## src/rtl/vram_arbiter_pkg.sv

```systemverilog
// vram_arbiter_pkg: shared pixel/colour definitions and grant encoding for the VRAM arbiter
package vram_arbiter_pkg;
  localparam int COLOR_W = 3;
  localparam int ADDR_W = 16;
  localparam logic [COLOR_W-1:0] COLOR_BLACK = 3'd0;
  localparam logic [COLOR_W-1:0] COLOR_WHITE = 3'd7;
  typedef enum logic [1:0] {IDLE, RD, WR} grant_e;
  typedef struct packed {
    logic [ADDR_W-1:0] addr;
    logic [COLOR_W-1:0] color;
  } pix_wr_t;
  function automatic logic [ADDR_W-1:0] pix_addr(input logic [7:0] row, input logic [7:0] col);
    return {row, col};
  endfunction
endpackage

```

## src/rtl/vram_arbiter_if.sv

```systemverilog
// vram_arbiter_if: CPU write, display read and VRAM port bundle of the arbiter
interface vram_arbiter_if;
  import vram_arbiter_pkg::*;
  logic cpu_wr_req;
  logic [7:0] cpu_row;
  logic [7:0] cpu_col;
  logic [COLOR_W-1:0] cpu_color;
  logic cpu_full;
  logic disp_rd_req;
  logic [ADDR_W-1:0] disp_addr;
  logic disp_gnt;
  logic disp_rd_valid;
  logic [COLOR_W-1:0] disp_data;
  logic [ADDR_W-1:0] mem_addr;
  logic mem_wr_en;
  logic [COLOR_W-1:0] mem_wr_data;
  logic [COLOR_W-1:0] mem_rd_data;
  modport slave (
    input cpu_wr_req, cpu_row, cpu_col, cpu_color, disp_rd_req, disp_addr, mem_rd_data,
    output cpu_full, disp_gnt, disp_rd_valid, disp_data, mem_addr, mem_wr_en, mem_wr_data
  );
  modport master (
    output cpu_wr_req, cpu_row, cpu_col, cpu_color, disp_rd_req, disp_addr, mem_rd_data,
    input cpu_full, disp_gnt, disp_rd_valid, disp_data, mem_addr, mem_wr_en, mem_wr_data
  );
endinterface

```

## src/rtl/vram_write_fifo.sv

```systemverilog
// vram_write_fifo: power-of-two CPU pixel-write buffer with registered occupancy count
module vram_write_fifo
  import vram_arbiter_pkg::*;
#(
  parameter int DEPTH = 4
) (
  input  logic clk_i,
  input  logic rst_ni,
  input  logic push_i,
  input  logic pop_i,
  input  pix_wr_t data_i,
  output pix_wr_t data_o,
  output logic full_o,
  output logic empty_o,
  output logic [$clog2(DEPTH):0] count_o
);
  localparam int AW = $clog2(DEPTH);
  pix_wr_t mem_q [DEPTH];
  logic [AW-1:0] wr_ptr_q, rd_ptr_q;
  logic [AW:0] count_q;
  always_ff @(posedge clk_i) begin
    if (push_i) mem_q[wr_ptr_q] <= data_i;
  end
  always_ff @(posedge clk_i) begin
    if (!rst_ni) begin
      wr_ptr_q <= '0;
      rd_ptr_q <= '0;
      count_q <= '0;
    end else begin
      if (push_i) wr_ptr_q <= wr_ptr_q + 1'b1;
      if (pop_i) rd_ptr_q <= rd_ptr_q + 1'b1;
      count_q <= count_q + {{AW{1'b0}}, push_i} - {{AW{1'b0}}, pop_i};
    end
  end
  assign data_o = mem_q[rd_ptr_q];
  assign full_o = count_q == (AW + 1)'(DEPTH);
  assign empty_o = count_q == '0;
  assign count_o = count_q;
endmodule

```

## src/rtl/vram_arbiter.sv

```systemverilog
// vram_arbiter: shares one single-port VRAM between buffered CPU pixel writes and display reads,
// favouring the display until pending writes have waited MAX_STARVE display grants
module vram_arbiter
  import vram_arbiter_pkg::*;
#(
  parameter int FIFO_DEPTH = 4,
  parameter int MAX_STARVE = 8
) (
  input logic clk_i,
  input logic rst_ni,
  vram_arbiter_if.slave bus
);
  localparam int SW = $clog2(MAX_STARVE + 1);
  localparam int CW = $clog2(FIFO_DEPTH) + 1;
  grant_e state_q, state_d;
  logic [SW-1:0] starve_q, starve_d;
  logic [ADDR_W-1:0] mem_addr_q;
  logic [COLOR_W-1:0] mem_wr_data_q, disp_data_q;
  logic mem_wr_en_q, disp_valid_q;
  logic full, empty, push, rd_dec, wr_dec, starved;
  logic [CW-1:0] count;
  pix_wr_t head, wr_pix;
  assign push = bus.cpu_wr_req & ~full;
  assign wr_pix = '{addr: pix_addr(bus.cpu_row, bus.cpu_col), color: bus.cpu_color};
  always_comb begin
    starved = starve_q == SW'(MAX_STARVE);
    rd_dec = bus.disp_rd_req & ~(~empty & starved);
    wr_dec = ~rd_dec & ~empty;
    state_d = rd_dec ? RD : (wr_dec ? WR : IDLE);
    starve_d = (empty | wr_dec) ? '0 : (starved ? starve_q : starve_q + 1'b1);
  end
  vram_write_fifo #(.DEPTH(FIFO_DEPTH)) u_fifo (
    .clk_i   (clk_i),
    .rst_ni  (rst_ni),
    .push_i  (push),
    .pop_i   (wr_dec),
    .data_i  (wr_pix),
    .data_o  (head),
    .full_o  (full),
    .empty_o (empty),
    .count_o (count)
  );
  // Read data is captured in the cycle after the grant's address reaches VRAM
  always_ff @(posedge clk_i) begin
    if (!rst_ni) begin
      state_q <= IDLE;
      starve_q <= '0;
      mem_addr_q <= '0;
      mem_wr_data_q <= '0;
      mem_wr_en_q <= 1'b0;
      disp_valid_q <= 1'b0;
      disp_data_q <= '0;
    end else begin
      state_q <= state_d;
      starve_q <= starve_d;
      mem_wr_en_q <= state_d == WR;
      if (state_d == RD) mem_addr_q <= bus.disp_addr;
      if (state_d == WR) begin
        mem_addr_q <= head.addr;
        mem_wr_data_q <= head.color;
      end
      disp_valid_q <= state_q == RD;
      if (state_q == RD) disp_data_q <= bus.mem_rd_data;
    end
  end
  always @(posedge clk_i) if (rst_ni) assert (empty == (count == '0));
  assign bus.cpu_full = full;
  assign bus.disp_gnt = rd_dec & rst_ni;
  assign bus.mem_addr = mem_addr_q;
  assign bus.mem_wr_en = mem_wr_en_q;
  assign bus.mem_wr_data = mem_wr_data_q;
  assign bus.disp_rd_valid = disp_valid_q;
  assign bus.disp_data = disp_data_q;
endmodule

```

## src/flat_wrapper.sv

```systemverilog
// flat-port wrapper written by rule: the top's interface ports become plain ports
module vram_arbiter_flat import vram_arbiter_pkg::*;
#(
  parameter int FIFO_DEPTH = 4,
  parameter int MAX_STARVE = 8
)
  (clk_i, rst_ni, bus_cpu_wr_req, bus_cpu_row, bus_cpu_col, bus_cpu_color, bus_disp_rd_req, bus_disp_addr, bus_mem_rd_data, bus_cpu_full, bus_disp_gnt, bus_disp_rd_valid, bus_disp_data, bus_mem_addr, bus_mem_wr_en, bus_mem_wr_data);
  vram_arbiter_if bus_i ();
  input logic clk_i;
  input logic rst_ni;
  input wire logic [$bits(bus_i.cpu_wr_req)-1:0] bus_cpu_wr_req;
  input wire logic [$bits(bus_i.cpu_row)-1:0] bus_cpu_row;
  input wire logic [$bits(bus_i.cpu_col)-1:0] bus_cpu_col;
  input wire logic [$bits(bus_i.cpu_color)-1:0] bus_cpu_color;
  input wire logic [$bits(bus_i.disp_rd_req)-1:0] bus_disp_rd_req;
  input wire logic [$bits(bus_i.disp_addr)-1:0] bus_disp_addr;
  input wire logic [$bits(bus_i.mem_rd_data)-1:0] bus_mem_rd_data;
  output wire logic [$bits(bus_i.cpu_full)-1:0] bus_cpu_full;
  output wire logic [$bits(bus_i.disp_gnt)-1:0] bus_disp_gnt;
  output wire logic [$bits(bus_i.disp_rd_valid)-1:0] bus_disp_rd_valid;
  output wire logic [$bits(bus_i.disp_data)-1:0] bus_disp_data;
  output wire logic [$bits(bus_i.mem_addr)-1:0] bus_mem_addr;
  output wire logic [$bits(bus_i.mem_wr_en)-1:0] bus_mem_wr_en;
  output wire logic [$bits(bus_i.mem_wr_data)-1:0] bus_mem_wr_data;
  assign bus_i.cpu_wr_req = bus_cpu_wr_req;
  assign bus_i.cpu_row = bus_cpu_row;
  assign bus_i.cpu_col = bus_cpu_col;
  assign bus_i.cpu_color = bus_cpu_color;
  assign bus_i.disp_rd_req = bus_disp_rd_req;
  assign bus_i.disp_addr = bus_disp_addr;
  assign bus_i.mem_rd_data = bus_mem_rd_data;
  assign bus_cpu_full = bus_i.cpu_full;
  assign bus_disp_gnt = bus_i.disp_gnt;
  assign bus_disp_rd_valid = bus_i.disp_rd_valid;
  assign bus_disp_data = bus_i.disp_data;
  assign bus_mem_addr = bus_i.mem_addr;
  assign bus_mem_wr_en = bus_i.mem_wr_en;
  assign bus_mem_wr_data = bus_i.mem_wr_data;
  vram_arbiter #(.FIFO_DEPTH(FIFO_DEPTH), .MAX_STARVE(MAX_STARVE)) u_core (.clk_i(clk_i), .rst_ni(rst_ni), .bus(bus_i));
endmodule
```

## config.mk

```make
export PLATFORM = sky130hd
export DESIGN_NAME = vram_arbiter_flat
export DESIGN_NICKNAME = d
export VERILOG_FILES = /design/src/rtl/vram_arbiter_pkg.sv /design/src/rtl/vram_arbiter_if.sv /design/src/rtl/vram_write_fifo.sv /design/src/rtl/vram_arbiter.sv /design/src/flat_wrapper.sv
export SDC_FILE = /design/constraint.sdc
export NUM_CORES = 1
export LEC_CHECK = 0
export CAP_MARGIN = 10
export CORE_MARGIN = 2
export CORE_UTILIZATION = 55
export CTS_CLUSTER_DIAMETER = 100
export DETAILED_ROUTE_END_ITERATION = 10
export DONT_BUFFER_PORTS = 1
export HOLD_SLACK_MARGIN = 0.06
export PLACE_DENSITY = 0.76
export SLEW_MARGIN = 40
export SYNTH_ARGS = -nofsm -noshare
export SYNTH_HDL_FRONTEND = slang
export SYNTH_SLANG_ARGS = --single-unit
```

## constraint.sdc

```tcl
create_clock -name clk_i -period 2.9 [get_ports clk_i]
set_input_delay 0.58 -clock clk_i [delete_from_list [all_inputs] [get_ports clk_i]]
set_output_delay 0.58 -clock clk_i [all_outputs]
set_load 0.05 [all_outputs]
```

# Word-level counts from Yosys, hierarchy flattened
# Memory sizes are Yosys's and may differ from the RTL's. A register that Yosys moved wholly into a read port is not among the register bits.
# Cells that the tools add are included.
# word_totals
register_bits,37
latch_bits,0
ramBits,76
romBits,0
in_bits,42
output_inout_bits,26
word_cells,43
mem_count,1
# op_classes
addsub,5
multipliers,0
div,0
magnitude_cmp,0
n_eq_ne,5
n_shift,0
muxes,8
n_bitwise,11
n_reduce_logical,3
# mem_list
name,words,width,rd,rd_clocked_by_memory_dff,write_ports,line,rtl
u_core.u_fifo.mem_q,4,19,1,1,1,vram_write_fifo.sv:18,pix_wr_t mem_q [DEPTH];
# ops
cell,count
2-to-1 mux 16 bit,2
2-to-1 mux 2 bit,4
AND 1 bit,5
NOT 1 bit,5
adder 2 x 1 -> 2 bit (second input constant),2
adder 4 x 1 -> 4 bit (second input constant),1
== test 2 x 1 -> 1 bit (second input constant),2
== test 4 bit (second input constant),1
adder 3 x 1 -> 3 bit,1
== test 3 bit (second input constant),1
zero test 3 bit,1
subtractor 3 x 1 -> 3 bit,1
== test 2 bit (second input constant),1
2-to-1 mux 1 bit,2
nonzero test 2 bit,1
OR reduction 2 bit,1
bitwise OR 1 bit,1

# Longest topological paths before layout
# depth
word_depth,12
depth_mapped,11

# Cells and area by module
# From an unflattened synthesis, not the netlist that was laid out.
# unflattened
hier_cells,285
area_unflattened_um2,4500.6
# modules_own_cells
mod,n_inst,cells_per_inst,area_each_um2
vram_write_fifo,1,142,3228.1
vram_arbiter,1,143,1272.5

# Worst setup path after synthesis
# Ideal clock, no wire load.
# synth_timing
kind,reg-to-reg
start,register u_core.u_fifo.count_q[2] (netlist: u_core.u_fifo.count_o[2])
end,register u_core.u_fifo.count_q[2] (netlist: u_core.u_fifo.count_o[2])
setup_ns,0.115
arrival_time_ns,3.066
t_required_ns,2.785
path_slack_ns,-0.281
path_stages_with_launch,12
n_path_buf,1
synth_period_minus_slack_ns,3.181
path_cell_list,dfxtp_1 > nor3b_1 > nor2b_1 > clkbuf_1 > inv_1 > ha_1 > inv_1 > ha_1 > fa_1 > xnor2_1 > xnor2_1 > and2_1
# synth_via
elab_cells_between_ends,12
# synth_lines
element,line,rtl
start: declaration,vram_write_fifo.sv:20,logic [AW:0] count_q;
start signal: assignment,vram_write_fifo.sv:32,"count_q <= count_q + {{AW{1'b0}}, push_i} - {{AW{1'b0}}, pop_i};"
== test 3 bit,vram_write_fifo.sv:36,assign full_o = count_q == (AW + 1)'(DEPTH);
named net bus_cpu_full,flat_wrapper.sv:18,output wire logic [$bits(bus_i.cpu_full)-1:0] bus_cpu_full;
NOT 1 bit,vram_arbiter.sv:23,assign push = bus.cpu_wr_req & ~full;
AND 1 bit,vram_arbiter.sv:23,
adder 3 x 1 -> 3 bit,vram_write_fifo.sv:32,
subtractor 3 x 1 -> 3 bit,vram_write_fifo.sv:32,
# The timed path passes the listed nets, and every way through them passes these cells.
# A chain may end at the register's enable or synchronous reset.

# Worst setup path in the final report
# layout_timing
start,register u_core.starve_q[0]
end,output bus_disp_gnt
# layout_via
elab_chain_cells,5
# layout_rtl
element,line,rtl
start: declaration,vram_arbiter.sv:16,"logic [SW-1:0] starve_q, starve_d;"
start signal: assignment,vram_arbiter.sv:55,starve_q <= starve_d;
== test 4 bit,vram_arbiter.sv:26,starved = starve_q == SW'(MAX_STARVE);
AND 1 bit,vram_arbiter.sv:27,rd_dec = bus.disp_rd_req & ~(~empty & starved);
NOT 1 bit,vram_arbiter.sv:27,
AND 1 bit,vram_arbiter.sv:27,
AND 1 bit,vram_arbiter.sv:68,assign bus.disp_gnt = rd_dec & rst_ni;
end: declaration,flat_wrapper.sv:19,output wire logic [$bits(bus_i.disp_gnt)-1:0] bus_disp_gnt;
# Every way passes these cells.

==> metrics <==
setup_tns=0 ns; Leak Pwr=1.91 nW; Fillers=568; xor/xnor share of the synthesized area=0.00930; DR pass1 iterations=4; PortBufs=0; die width=96.5 µm; Worst Hold Path EP=u_core.u_fifo.mem_q[2][4]; # diodes=0; die height=96.5 µm; post-synth net total=374; wire per inst=18.5 µm; largest net degree at the start of global routing=38; crit path from=u_core.starve_q[0]; initial core utilization=0.570; core area=8260 µm²; Worst Path Required=2.32 ns; vias in the first global route=2,535; pwr/cell area=1020 nW/µm²; fraction of the cycle the final worst path needs=0.939; mapped cell area=4710 µm²; FF-to-FF Start=u_core.starve_q[0]; multiplexer share of the synthesized area=0.108; worst-margin pin slew=0.543 ns; Clock Pin Slew Worst Setup and Hold Paths=0.06 ns; CP Max Fanout=18; CTS tree=done; Post-CTS Resized=0; area delta synth->final=15.5%; via count=2,527; Worst Setup Path Type=flop to output port; Max-Cap Viols=0; H-tree depth=4; RSZ-0062 raised after global routing=no; post-synthesis sequential area ratio=0.650; antenna violations before repair=0; Hold Crit Depth=0; Rows=33; Worst Setup End Kind=output port; Via-to-Cell Ratio=5.58; Clk Latency, worst-skew pair=0.51 ns; total gr overflow=0; VDD IR max=448 µV; CTS root buffer=clkbuf_8; Combinational Power Share=0.190; Worst R2R Path Depth=11; Hold WC Path Type=input port to flop; die area=9320 µm²; Final HPWL DP=5.18 mm; largest family of logic cells by synthesized area=multiplexers; Synth Area in Simple Gates=0.0988; Max Transition Viols Final=0; Period minus WS final=2.72 ns; Worst Skew=0.0123 ns; clock share of power=0.398; I/O pins=68; Fmax=367 MHz; # Post-CTS Setup Buffers=0; Max-slew headroom=0.638; Compound-Gate Fraction of Synth Area=0.0725; HP Start=bus_cpu_col[1]; Yosys reg bits=115; count of final setup violators=0; top cell type's share of synthesized area=0.485; total wire length=8.38 mm; Post-Synthesis Cells=323; yosys warns=0; clock tree buffer depth=2; Syn Area/Cell=14.6 µm²; status=finished, final reports clean; final hold viol count=0; CTS Hold Bufs=0; Net Sw Power=1.59 mW; Crit path arrival time=2.14 ns; Iter 0 DRT Violations=117; kind of start point of the critical path=flop; Yosys top cell by area=edfxtp_1; Worst R2R End=u_core.u_fifo.count_o[2]; drt drc=0; GPL Wtd Cong=0.732; Post-layout nets=386; CTS Buf Count=17; P_int=3.98 mW; Routed Antenna Nets=0; Netlist cell types=33; Num Clock Sinks=115; Total Power=5.57 mW; ranking of synthesized cells by area=edfxtp_1 48%, dfxtp_1 17%, mux4_2 9.1%; total global-route track usage=0.195; switch share=0.286; WHS=0.165 ns; Worst R2R Setup Slack=0.56 ns; layout cells sized above 1=0.207; Synth Area in Adders=0.0255; first-pass GRT wire length=12.8 mm; share of power burned in registers=0.412
## synthesized netlist by cell type, drive strengths merged
library cell / n
nand2b: 18
inv: 10
nand3b: 1
nor2b: 9
nand4: 1
ha: 8
clkbuf: 10
xor2: 2
fa: 1
or3: 1
nor3: 1
xnor2: 3
nor3b: 1
o21ai: 16
nand2: 18
a21oi: 18
mux4: 19
edfxtp: 76
and3: 2
mux2i: 8
a211oi: 17
buf: 9
and2: 13
dfxtp: 39
nand3: 1
nor2: 21
## flip-flops by register name, summed over array words and instances, names as in the netlist, named ones only
name                      cells
u_core.bus.disp_data          3
u_core.bus.disp_rd_valid      1
u_core.bus.mem_addr          16
u_core.bus.mem_wr_data        3
u_core.bus.mem_wr_en          1
u_core.starve_q               4
u_core.state_q                2
u_core.u_fifo.count_o         3
u_core.u_fifo.mem_q          76
u_core.u_fifo.rd_ptr_q        2
u_core.u_fifo.wr_ptr_q        2
## power groups by stage
stage	sequential (mW)	combinational, mW	clock [mW]
global placement	2.32	1.05	0
detailed placement	2.33	1.07	0
finish	2.30	1.06	2.22
floorplan	2.30	0.858	0
global route	2.32	1.17	2.32
CTS	2.30	1.08	2.24
## logic make-up after synthesis
kind of cell / Yosys count
flip-flops: 115
AND/OR/NAND/NOR: 87
AO/OA/AOI/OAI: 51
buffers and inverters: 29
multiplexers: 27
adder cells (fa/ha/maj): 9
XOR/XNOR: 5
## layout make-up
cell class	count	area [µm²]	share of cell area
Sequential cell	115	3060	0.563
Multi-Input combinational cell	179	1480	0.273
Clock buffer	22	453	0.0833
Clock inverter	10	181	0.0333
Tap cell	105	131	0.0241
Timing Repair Buffer	12	90.1	0.0166
Inverter	10	37.5	0.00690
## metal layers
layer | share of wire | global-route usage
met5 | 0 | 0
met4 | 0.0072 | 0.0610
met3 | 0.066 | 0.0884
met2 | 0.49 | 0.293
met1 | 0.44 | 0.254
## worst max-delay path by stage
stage | end | slack (ns)
after global placement | u_core.u_fifo.count_o[2] | 0.66
after detailed placement | u_core.u_fifo.count_o[2] | 0.61
after CTS | bus_disp_gnt | 0.17
final | bus_disp_gnt | 0.18
after global routing | bus_disp_gnt | 0.09
after floorplan | u_core.u_fifo.count_o[2] | 0.25
## placed cells by master (no fill, tap or decap), types with 8 or more instances in the layout
master and count:
nand2b_1 17, inv_1 10, nand2_1 18, mux2i_1 8, nor2_1 21, edfxtp_1 76
ha_1 8, a211oi_2 8, buf_4 12, nor2b_1 9, mux4_2 19, dfxtp_1 39
clkbuf_16 16, o21ai_0 16, a211oi_1 9, a21oi_1 17, and2_1 13
## critical path, stage by stage, from the launching register on
cell and delay [ns]:
dfxtp_1 0.38, inv_1 0.07, ha_1 0.22, nand3b_1 0.18
nand2b_4 0.29, and3_1 0.51
## per-stage QoR
stage,std cells,utilization,area [µm²],setup WS (ns)
floorplan,323,-,4710,0.254
global placement,421,0.582,4810,0.659
detailed placement,421,0.582,4810,0.612
CTS,453,0.659,5440,0.171
global route,453,0.659,5440,0.0891
finish,453,0.659,5440,0.177
Note: power is estimated with default switching activity, not from simulation.
